### config.mk
export PLATFORM = sky130hd
export DESIGN_NAME = uart_transmitter_flat
export DESIGN_NICKNAME = d
export VERILOG_FILES = /design/src/rtl/uart_transmitter_if.sv /design/src/rtl/uart_transmitter.sv /design/src/flat_wrapper.sv
export SDC_FILE = /design/constraint.sdc
export NUM_CORES = 1
export LEC_CHECK = 0
export CAP_MARGIN = 0
export CELL_PAD_IN_SITES_DETAIL_PLACEMENT = 0
export CELL_PAD_IN_SITES_GLOBAL_PLACEMENT = 1
export CORE_AREA = 2 2 64 66
export DETAILED_ROUTE_END_ITERATION = 12
export DIE_AREA = 0 0 66 68
export PLACE_DENSITY_LB_ADDON = 0.1
export SLEW_MARGIN = 20
export SYNTH_ARGS = -nofsm -noshare
export SYNTH_HDL_FRONTEND = slang
export SYNTH_SLANG_ARGS = --single-unit
### constraint.sdc
create_clock -name clk -period 4.8 [get_ports clk]
set_clock_uncertainty 0.1 [all_clocks]
set_input_delay 0.96 -clock clk [delete_from_list [all_inputs] [get_ports clk]]
set_output_delay 0.96 -clock clk [all_outputs]
set_load 0.01 [all_outputs]
### src/rtl/uart_transmitter_if.sv
// Processor-side write interface of the UART transmitter: byte, frame config, load strobe and status.
// The master drives the byte and configuration; the transmitter (slave) returns busy and tx_done.
interface uart_transmitter_if;
  logic [7:0] data_out;
  logic       write_nios;
  logic [1:0] data_bits;
  logic       use_parity;
  logic       parity_type;
  logic       busy;
  logic       tx_done;

  modport master (
    output data_out, write_nios, data_bits, use_parity, parity_type,
    input  busy, tx_done
  );

  modport slave (
    input  data_out, write_nios, data_bits, use_parity, parity_type,
    output busy, tx_done
  );
endinterface

### src/rtl/uart_transmitter.sv
// UART transmitter: start, 5-8 data bits LSB-first, optional even/odd parity, 1 stop; self-timed from clk.
// Optional feature macro UART_TX_CTS_EN adds the cts_n input and a WAIT_CTS state ahead of START.
module uart_transmitter #(
  parameter int CLKS_PER_BIT = 434
) (
  input  logic                 clk,
  input  logic                 reset,
  uart_transmitter_if.slave    bus,
  output logic                 serial_out
`ifdef UART_TX_CTS_EN
  ,
  input  logic                 cts_n
`endif
);

  localparam int              CNT_W    = $clog2(CLKS_PER_BIT);
  localparam logic [CNT_W-1:0] CNT_LAST = CNT_W'(CLKS_PER_BIT - 1);
  localparam logic [CNT_W-1:0] CNT_ZERO = {CNT_W{1'b0}};
  localparam logic [CNT_W-1:0] CNT_ONE  = CNT_W'(1);

  typedef enum logic [2:0] {
    ST_IDLE     = 3'd0,
    ST_START    = 3'd1,
    ST_DATA     = 3'd2,
    ST_PARITY   = 3'd3,
    ST_STOP     = 3'd4
`ifdef UART_TX_CTS_EN
    ,
    ST_WAIT_CTS = 3'd5
`endif
  } state_t;

  function automatic logic [7:0] data_mask(input logic [1:0] bits);
    logic [7:0] mask;
    case (bits)
      2'b00:   mask = 8'hFF;
      2'b01:   mask = 8'h7F;
      2'b10:   mask = 8'h3F;
      2'b11:   mask = 8'h1F;
      default: mask = 8'hFF;
    endcase
    return mask;
  endfunction

  // Even parity is the XOR of the sent bits; odd parity inverts it.
  function automatic logic parity_bit(input logic [7:0] data, input logic [1:0] bits,
                                      input logic odd);
    return (^(data & data_mask(bits))) ^ odd;
  endfunction

  function automatic logic [2:0] last_index(input logic [1:0] bits);
    return 3'd7 - {1'b0, bits};
  endfunction

  state_t           state_r, state_s;
  logic [CNT_W-1:0] cnt_r, cnt_s;
  logic [2:0]       idx_r, idx_s;
  logic [7:0]       shadow_data_r;
  logic [1:0]       shadow_bits_r;
  logic             shadow_par_en_r;
  logic             shadow_odd_r;
  logic             accept_s;
  logic             bit_end_s;
  logic             line_s;
  logic             tx_done_s;
  logic             serial_r;
  logic             busy_r;
  logic             tx_done_r;

  // Next-state, baud counter and bit index; the counter restarts on every state change.
  always_comb begin
    state_s   = state_r;
    cnt_s     = cnt_r + CNT_ONE;
    idx_s     = idx_r;
    accept_s  = 1'b0;
    bit_end_s = (cnt_r == CNT_LAST);
    case (state_r)
      ST_IDLE: begin
        cnt_s = CNT_ZERO;
        idx_s = 3'd0;
        if (bus.write_nios) begin
          accept_s = 1'b1;
`ifdef UART_TX_CTS_EN
          if (!cts_n) begin
            state_s = ST_START;
          end else begin
            state_s = ST_WAIT_CTS;
          end
`else
          state_s = ST_START;
`endif
        end else begin
          state_s = ST_IDLE;
        end
      end
`ifdef UART_TX_CTS_EN
      ST_WAIT_CTS: begin
        cnt_s = CNT_ZERO;
        if (!cts_n) begin
          state_s = ST_START;
        end else begin
          state_s = ST_WAIT_CTS;
        end
      end
`endif
      ST_START: begin
        if (bit_end_s) begin
          state_s = ST_DATA;
          cnt_s   = CNT_ZERO;
          idx_s   = 3'd0;
        end else begin
          state_s = ST_START;
        end
      end
      ST_DATA: begin
        if (bit_end_s) begin
          cnt_s = CNT_ZERO;
          if (idx_r == last_index(shadow_bits_r)) begin
            idx_s   = 3'd0;
            state_s = shadow_par_en_r ? ST_PARITY : ST_STOP;
          end else begin
            idx_s   = idx_r + 3'd1;
            state_s = ST_DATA;
          end
        end else begin
          state_s = ST_DATA;
        end
      end
      ST_PARITY: begin
        if (bit_end_s) begin
          state_s = ST_STOP;
          cnt_s   = CNT_ZERO;
        end else begin
          state_s = ST_PARITY;
        end
      end
      ST_STOP: begin
        if (bit_end_s) begin
          state_s = ST_IDLE;
          cnt_s   = CNT_ZERO;
        end else begin
          state_s = ST_STOP;
        end
      end
      default: begin
        state_s = ST_IDLE;
        cnt_s   = CNT_ZERO;
        idx_s   = 3'd0;
      end
    endcase
  end

  // Line level and done pulse for the upcoming cycle, so the outputs can be registered.
  always_comb begin
    line_s    = 1'b1;
    tx_done_s = (state_s == ST_STOP) && (cnt_s == CNT_LAST);
    case (state_s)
      ST_START:  line_s = 1'b0;
      ST_DATA:   line_s = shadow_data_r[idx_s];
      ST_PARITY: line_s = parity_bit(shadow_data_r, shadow_bits_r, shadow_odd_r);
      default:   line_s = 1'b1;
    endcase
  end

  // FSM state, baud counter and bit index registers.
  always_ff @(posedge clk or posedge reset) begin
    if (reset) begin
      state_r <= ST_IDLE;
      cnt_r   <= CNT_ZERO;
      idx_r   <= 3'd0;
    end else begin
      state_r <= state_s;
      cnt_r   <= cnt_s;
      idx_r   <= idx_s;
    end
  end

  // Shadow copy of the byte and frame config, captured only on an accepted write.
  always_ff @(posedge clk or posedge reset) begin
    if (reset) begin
      shadow_data_r   <= 8'h00;
      shadow_bits_r   <= 2'b00;
      shadow_par_en_r <= 1'b0;
      shadow_odd_r    <= 1'b0;
    end else if (accept_s) begin
      shadow_data_r   <= bus.data_out;
      shadow_bits_r   <= bus.data_bits;
      shadow_par_en_r <= bus.use_parity;
      shadow_odd_r    <= bus.parity_type;
    end
  end

  // Registered outputs keep the TX line glitch-free.
  always_ff @(posedge clk or posedge reset) begin
    if (reset) begin
      serial_r  <= 1'b1;
      busy_r    <= 1'b0;
      tx_done_r <= 1'b0;
    end else begin
      serial_r  <= line_s;
      busy_r    <= (state_s != ST_IDLE);
      tx_done_r <= tx_done_s;
    end
  end

  assign serial_out  = serial_r;
  assign bus.busy    = busy_r;
  assign bus.tx_done = tx_done_r;

endmodule
### src/flat_wrapper.sv
// flat-port wrapper written by rule: the top's interface ports become plain ports
module uart_transmitter_flat 
#(
  parameter int CLKS_PER_BIT = 434
)
  (clk, reset, serial_out, bus_data_out, bus_write_nios, bus_data_bits, bus_use_parity, bus_parity_type, bus_busy, bus_tx_done);
  uart_transmitter_if bus_i ();
  input  logic clk;
  input  logic reset;
  output logic serial_out;
  input wire logic [$bits(bus_i.data_out)-1:0] bus_data_out;
  input wire logic [$bits(bus_i.write_nios)-1:0] bus_write_nios;
  input wire logic [$bits(bus_i.data_bits)-1:0] bus_data_bits;
  input wire logic [$bits(bus_i.use_parity)-1:0] bus_use_parity;
  input wire logic [$bits(bus_i.parity_type)-1:0] bus_parity_type;
  output wire logic [$bits(bus_i.busy)-1:0] bus_busy;
  output wire logic [$bits(bus_i.tx_done)-1:0] bus_tx_done;
  assign bus_i.data_out = bus_data_out;
  assign bus_i.write_nios = bus_write_nios;
  assign bus_i.data_bits = bus_data_bits;
  assign bus_i.use_parity = bus_use_parity;
  assign bus_i.parity_type = bus_parity_type;
  assign bus_busy = bus_i.busy;
  assign bus_tx_done = bus_i.tx_done;
  uart_transmitter #(.CLKS_PER_BIT(CLKS_PER_BIT)) u_core (.clk(clk), .reset(reset), .bus(bus_i), .serial_out(serial_out));
endmodule
After elaboration in Yosys (flattened, before gate mapping). Index checks and enable logic that the tools add are counted.

Flip-flop bits (word level): 30. Input bits: 15.

Add/sub/neg operators: 3. Magnitude comparators: 1. Equal/unequal tests: 14. Muxes and demuxes: 21. Bitwise gates (word level): 2. Reduce and logical (&&, ||, !) cells: 7.

Operators with widths (count): 8-bit case mux with 4 select lines (1); 3-bit 2-to-1 mux (8); 9-bit equality test (second input constant) (2); 9-bit 2-to-1 mux (2); 3-bit case mux with 5 select lines (1); 3-bit by 2-bit equality test with 1-bit output (second input constant) (4); 9-bit by 1-bit adder with 9-bit output (second input constant) (1); 3-bit case mux with 3 select lines (1); 8-bit AND (1); 8-bit 2-to-1 mux (1); 8-bit XOR reduction (1); 3-bit by 1-bit equality test with 1-bit output (second input constant) (2); 3-bit equality test (second input constant) (2); 2-bit equality test (second input constant) (2); 3-bit by 4-bit less-than comparator with 1-bit output (second input constant) (1); 1-bit 2-to-1 mux (4); 4-bit OR reduction (1); 3-bit by 1-bit adder with 3-bit output (second input constant) (1); 1-bit binary-select mux with 3-bit select (1); 3-bit equality test (1); 3-bit zero test (1); 1-bit case mux with 3 select lines (1); 3-bit nonzero test (1); 3-bit by 2-bit subtractor with 3-bit output (first input constant) (1); other kinds (6) (6).

Longest topological paths before layout. Gate-level depths: netlist (run 1).

Word-level depth: 11. Gate-level depth with buffers: 10. Mapped depth without buffers: 9.

Worst setup path before layout (run 1). OpenSTA, ideal clock, no wires.

Path kind: in2reg. From: input bus_write_nios. To: register u_core.shadow_bits_r[0]. Arrival: 2.221 ns. Required time: 4.575 ns. Path slack: 2.354 ns. Stages on the path: 4. Buffers on the path: 1. Cell sequence: inv_1 -> nor4_1 -> clkbuf_1 -> mux2_2.

Cells in the longest elaborated chain, start to end: 2.

Ends and longest elaborated chain: start, declared (line flat_wrapper.sv:12) `input wire logic [$bits(bus_i.write_nios)-1:0] bus_write_nios;`; 1-bit 2-to-1 mux (line uart_transmitter.sv:81) `if (bus.write_nios) begin`; 1-bit 2-to-1 mux (line uart_transmitter.sv:77) `case (state_r)`; end signal, assigned (line uart_transmitter.sv:187) `shadow_bits_r <= bus.data_bits;`; end, declared (line uart_transmitter.sv:59) `logic [1:0] shadow_bits_r;`.

No other way between the ends. A chain may end at the register's enable or synchronous reset.

Worst setup path after layout (run 1).
From: register u_core.cnt_r[1]. To: register u_core.serial_r, in the netlist u_core.serial_out.

Cells in the longest elaborated chain, start to end: 6.

Ends and longest elaborated chain: start, declared (line uart_transmitter.sv:56) `logic [CNT_W-1:0] cnt_r, cnt_s;`; start signal, assigned (line uart_transmitter.sv:173) `cnt_r <= cnt_s;`; 9-bit equality test (*) (line uart_transmitter.sv:76) `bit_end_s = (cnt_r == CNT_LAST);`; 3-bit 2-to-1 mux (on tied branches) (line uart_transmitter.sv:116, uart_transmitter.sv:107); 3-bit case mux with 3 select lines (*) (line uart_transmitter.sv:77); named net u_core.idx_s[0] (line uart_transmitter.sv:57) `logic [2:0] idx_r, idx_s;`; 1-bit binary-select mux with 3-bit select (*) (line uart_transmitter.sv:159) `ST_DATA: line_s = shadow_data_r[idx_s];`; 1-bit 2-to-1 mux (not written as such) (*) (line uart_transmitter.sv:159); 1-bit case mux with 3 select lines (*) (line uart_transmitter.sv:157) `case (state_s)`; named net u_core.line_s (line uart_transmitter.sv:64) `logic line_s;`; end signal, assigned (line uart_transmitter.sv:200) `serial_r <= line_s;`; end, declared (line uart_transmitter.sv:66) `logic serial_r;`.

The timed path passes the listed nets; every way through them passes the cells marked *. The select of a mux whose other input is x is not followed.

==> impl_metrics.ini, run 1 <==
[die]
die_h_um = 68
ioPinCount = 18
core_area_um2 = 3856
initial_core_util_pct = 44.09
die-width_um = 66
die_area_um2 = 4488
rows = 23

[global_routing]
grtUsageMet3_pct = 4.934
grt-busiest-layer = met2
grt_use_met2_pct = 25.25
met1_usage_pct = 24.43
grt_overflow = 0
grt_pass1_wl_um = 5823
grt_antenna_before_repair = 0
grt_pass1_vias = 1221
grt_max_degree = 31
grt_util_all_layers_pct = 17.46

[timing]
setup_viol = 0
finalCritPeriodShare_pct = 51.57
tns_ps = 0
worstMarginPinSlew_ps = 604.2
hold_viol_final = 0
relSlewSlack_pct = 59.66
fmax_mhz = 404.0
period_minus_slack_ps = 2475
fin_ws_ps = 2325
rsz0062_at_grt = no
drv_slew = 0

[drt]
drt_iter0_markers = 93
routedWlPerCell_um = 14.03
ant_nets = 0
drtPass1Iterations = 4
vias_per_cell = 5.548
dr_total_vias = 1326
drcViolationCount = 0
drt_wl_total_um = 3353

[cts]
cts_setup_buffers = 0
clk_latency_ps = 280
clock_sinks = 30
tritoncts = done
cts.clk_slew.worst_paths_ps = 60
cts_hold_buf = 0
cts_resized = 0
cts_made_buffers = 5
h-tree-depth = 2
root_buffer = clkbuf_8
clock_path_buffers = 2

[synth]
synth_area_leaders = dfrtp_1 43%, mux2_2 6.6%, xnor2_1 4.6%, xor2_1 3.6%, nand2_1 3.3%
synth_mux_area_share_pct = 6.623
ys_seq_elements = 30
yosysWarnings = 0
avgSynthCellArea_um2 = 10.06
ys.flop_type = dfrtp_1
syn_nets = 187
synth-compound-area-share_pct = 11.11
synth_async_sr_flop_share_pct = 100.0
yosys.area.top_type = dfrtp_1
synth_top_area_share_pct = 42.68
synth-xor-area-share_pct = 9.198
synth_edf_count = 0
syn_inst = 169
synth-simple-area-share_pct = 22.66
yosysSeqAreaShare_pct = 44.22
synth_top_family_by_area = simple AND/OR/NAND/NOR gates
syn_area_um2 = 1700
synthAdderAreaFrac_pct = 2.208
synthDistinctLibCells = 44

[cells_and_area]
mostFrequentLayoutCells = 29 x dfrtp_1, 17 x clkdlybuf4s50_1, 15 x nand2_1, 13 x nor2_1
fill_cells = 360
areaGrowthSynthToFinish_pct = 17.44
layout_commonest_cell = dfrtp_1
drive_gt1_share_pct = 13.23
diodes = 0
final_nets = 207

[critical_path]
worstPathMaxFanout = 5
r2r_slack_ps = 2320
worstPathArrival_ps = 2580
start_kind = flip-flop
r2r-end = u_core.serial_out
crit_path_end_kind = flip-flop
rr_worst_depth = 9
critPathKind = flip-flop to flip-flop
rr_startpoint = u_core.cnt_r[1]
cp.required_ps = 4910

[power]
powerDensity_nw_per_um2 = 349.4
total_leakage_power_nw = 0.8252
vdd.ir_drop.worst_mv = 0.2055
p_total_mw = 0.6976

[place]
dp_slack_ps = 2360
place.gp.congestion = 0.8258
io_buffers = 17
hpwl_um = 2479

[min_path]
min_from = u_core.shadow_data_r[5]
hold_end = u_core.shadow_data_r[5]
hold_path_class = flip-flop to flip-flop
whs_path_depth = 1

[outcome]
status = finished, final reports clean

[run]
max_cap_viol_count = 0
[layer usage]
| metal | vias to the layer above | routed length (um) | part of all wire [%] |
|---|---|---|---|
| met5 | - | 0 | 0 |
| met4 | 0 | 61 | 1.8 |
| met3 | 6 | 168 | 5.0 |
| met2 | 40 | 1510 | 45 |
| met1 | 639 | 1612 | 48 |
| li1 | 641 | - | - |
[metrics by stage]
stage	hold WS (ps)	utilization, %	cell area (um^2)	instances
final	433.1	51.78	1997	239
after CTS	439.9	51.78	1997	239
after detailed placement	424.6	49.81	1921	232
after floorplan	388.8	-	1700	169
after global routing	454.4	51.78	1997	239
after global placement	412.7	49.81	1921	232
[cell type report]
| cell class | count | area [um^2] | area share (%) |
|---|---|---|---|
| multi-input cells | 123 | 887.1 | 44.42 |
| flip-flops and latches | 30 | 752.0 | 37.66 |
| repair buffers | 18 | 177.7 | 8.897 |
| clock buffers | 7 | 76.32 | 3.822 |
| well taps | 50 | 62.56 | 3.133 |
| inverters | 11 | 41.29 | 2.068 |
[where the power goes]
group	internal, mW	leakage [nW]	switching, mW
Combinational	0.0904	0.419	0.0707
Sequential	0.296	0.368	0.0540
Clock	0.0995	0.0383	0.0873
Total	0.486	0.825	0.212
[synth_stat cells (all sizes together) (2+ instances only)]
cell	n
inv	11
nand4b	3
nand4	4
clkbuf	4
nor2b	3
mux2	10
nor4	2
and4	2
o21ai	9
nor2	13
and3	2
or3	2
nand2	15
xnor2	9
nor3	3
dfrtp	29
xor2	8
a41oi	3
a31oi	4
nand3	11
ha	3
a2111o	2
[worst max-delay path, stage by stage (launching register included)]
cell and delay, ps:
dfrtp_1 420, inv_1 80, ha_1 150, nand4b_1 190
o221a_1 310, a31oi_1 310, nand2_1 130, a2111o_1 430
a41oi_2 180, o21ai_1 90
[kinds of logic (layout without fill, tap and decap cells)]
logic type                 Yosys count  in the layout
AOI/OAI and AO/OA                   26             26
xor gates and xnor gates            17             17
adders and majority gates            3              3
buffers and inverters               16             36
DFF                                 30             30
muxes                               10             10
and+or+nand+nor                     67             67
[worst max-delay path by stage]
stage	endpoint	start
floorplan	u_core.shadow_bits_r[0]	bus_write_nios
global placement	u_core.state_r[1]	reset
global route	u_core.serial_out	u_core.cnt_r[0]
detailed placement	u_core.serial_out	u_core.cnt_r[0]
CTS	u_core.serial_out	u_core.cnt_r[0]
finish	u_core.serial_out	u_core.cnt_r[1]
[registers in the layout, summed over array words and instances, names as in the netlist]
name / count
u_core.state_r: 3
u_core.bus.tx_done: 1
u_core.idx_r: 3
u_core.cnt_r: 9
u_core.shadow_data_r: 8
u_core.serial_out: 1
u_core.shadow_bits_r: 2
u_core.shadow_odd_r: 1
u_core.shadow_par_en_r: 1
u_core.bus.busy: 1
No activity file was read; power rests on OpenSTA's default activity.
==> run 2: changes to the inputs <==
- CORE_AREA: 2 2 64 66 -> 2 2 66 68
- DIE_AREA: 0 0 66 68 -> 0 0 68 70
- clock period: 4.8 -> 2.5 ns (I/O delays scaled with it)
==> run 2 against run 1 <==
- register-to-register slack worse by 2200 ps
- critical endpoint unchanged
- critical path type unchanged
- design area increased by 3.9%
- critical path depth unchanged
==> impl_metrics.ini, run 2 (same netlist as run 1, synthesis figures left out) <==
[outcome]
status = finished, final reports clean

[drt]
dr_total_vias = 1356
drtPass1Iterations = 4
vias_per_cell = 5.468
drcViolationCount = 0
drt_iter0_markers = 92
drt_wl_total_um = 3820
ant_nets = 0
routedWlPerCell_um = 15.40

[timing]
relSlewSlack_pct = 69.71
worstMarginPinSlew_ps = 454.3
setup_viol = 0
rsz0062_at_grt = no
finalCritPeriodShare_pct = 94.84
tns_ps = 0
period_minus_slack_ps = 2371
fmax_mhz = 421.8
hold_viol_final = 0
drv_slew = 0

[power]
powerDensity_nw_per_um2 = 677.1
vdd.ir_drop.worst_mv = 0.4059
p_total_mw = 1.405
total_leakage_power_nw = 0.8646

[die]
initial_core_util_pct = 41.03
rows = 24
core_area_um2 = 4144
ioPinCount = 18
die_h_um = 70
die_area_um2 = 4760
die-width_um = 68

[cells_and_area]
drive_gt1_share_pct = 18.37
areaGrowthSynthToFinish_pct = 22.00
mostFrequentLayoutCells = 28 x dfrtp_1, 17 x clkdlybuf4s50_1, 15 x nand2_1, 12 x nor2_1, 11 x inv_1
design_area_um2 = 2074
final_nets = 213
layout_commonest_cell = dfrtp_1
diodes = 0
reg_top3 = u_core.cnt_r (9), u_core.shadow_data_r (8)
fill_cells = 403
largest_register = u_core.cnt_r
largest_register_ffs = 9

[global_routing]
grt_antenna_before_repair = 0
grt_max_degree = 31
grt_util_all_layers_pct = 18.09
grt_overflow = 0
grt_pass1_vias = 1336
grt_pass1_wl_um = 6458

[cts]
root_buffer = clkbuf_8
clock_path_buffers = 2
tritoncts = done
cts_made_buffers = 5
clock_sinks = 30
clk_latency_ps = 280
cts_hold_buf = 0
cts.clk_slew.worst_paths_ps = 60
h-tree-depth = 2

[critical_path]
worstPathMaxFanout = 7
rr_startpoint = u_core.cnt_r[0]
cp.required_ps = 2610
start_kind = flip-flop
crit_start = u_core.cnt_r[0]
critPathKind = flip-flop to flip-flop
worstPathArrival_ps = 2480
crit_path_end_kind = flip-flop

[min_path]
min_from = u_core.cnt_r[0]
hold_path_class = flip-flop to flip-flop

[place]
place_area_um2 = 1946
hpwl_um = 2767
place.gp.congestion = 0.8418
io_buffers = 17

[run]
max_cap_viol_count = 0
## run 2: cell count changes in the layout (fill, tap and decap cells not counted)
cell	delta
a31oi_1	-1
nor3_2	+1
nor2_1	-1
a31oi_2	+1
buf_4	+6
dfrtp_2	+1
clkinv_2	+1
dfrtp_1	-1
inv_2	-1
clkbuf_1	-1
nor3_1	-1
clkbuf_8	+1
inv_1	+1
nor2_2	+1
## run 2: repair_timing
action,4_1_cts,5_1_grt
setup endpoints to repair,0,1
resized for setup,0,4
buffers inserted,0,3
## run 2: worst paths after layout
check,slack (ps),to,cells past startpoint
worst max-delay path,130,u_core.serial_out,9
worst min-delay path,420,u_core.cnt_r[0],1
worst max register to register,130,u_core.serial_out,9
worst min register to register,420,u_core.cnt_r[0],1
max in group asynchronous,1460,u_core.serial_out,3
min in group asynchronous,510,u_core.cnt_r[4],3
## run 2: worst max-delay path: stages (launching register included)
cell      delay [ps]
dfrtp_2          420
ha_1             180
nand4b_1         220
buf_4            220
nor3_2           140
o32ai_1          120
and4_4           250
a2111o_1         400
a41oi_2          180
o21ai_1           70
## run 2: power breakdown
part	switching [mW]	leakage [nW]	internal, mW
sequential	0.106	0.367	0.568
combinational	0.146	0.449	0.188
clock	0.177	0.0482	0.222
total	0.428	0.865	0.977
## run 2: final cells by class
type | count | area, um^2 | share of cell area [%]
inverter | 11 | 41.29 | 1.990
clock buffer | 7 | 86.33 | 4.162
sequential | 30 | 753.2 | 36.31
tap | 52 | 65.06 | 3.136
timing repair buffer | 24 | 222.7 | 10.74
clock inverter | 1 | 5.005 | 0.2413
multi-input combinational | 123 | 900.9 | 43.43
## run 2: metrics by stage
step / utilization, % / hold WS (ps) / setup slack [ps] / instances
6_report: 50.06 / 416.7 / 129.1 / 248
5_1_grt: 50.06 / 448.2 / 18.08 / 248
4_1_cts: 49.15 / 450.1 / 125.5 / 245
3_5_place_dp: 46.95 / 433.1 / 180.4 / 237
3_3_place_gp: 46.95 / 424.5 / 223.9 / 237
2_1_floorplan: - / 388.8 / 268.2 / 169
## run 2: per-layer routing
metal	wire [um]	vias up	track usage, %	part of all wire (%)
met5	0	-	0	0
met4	62	0	5.778	1.6
met1	1812	657	25.91	47
met2	1821	33	26.65	48
met3	124	11	4.509	3.2
li1	-	655	-	-
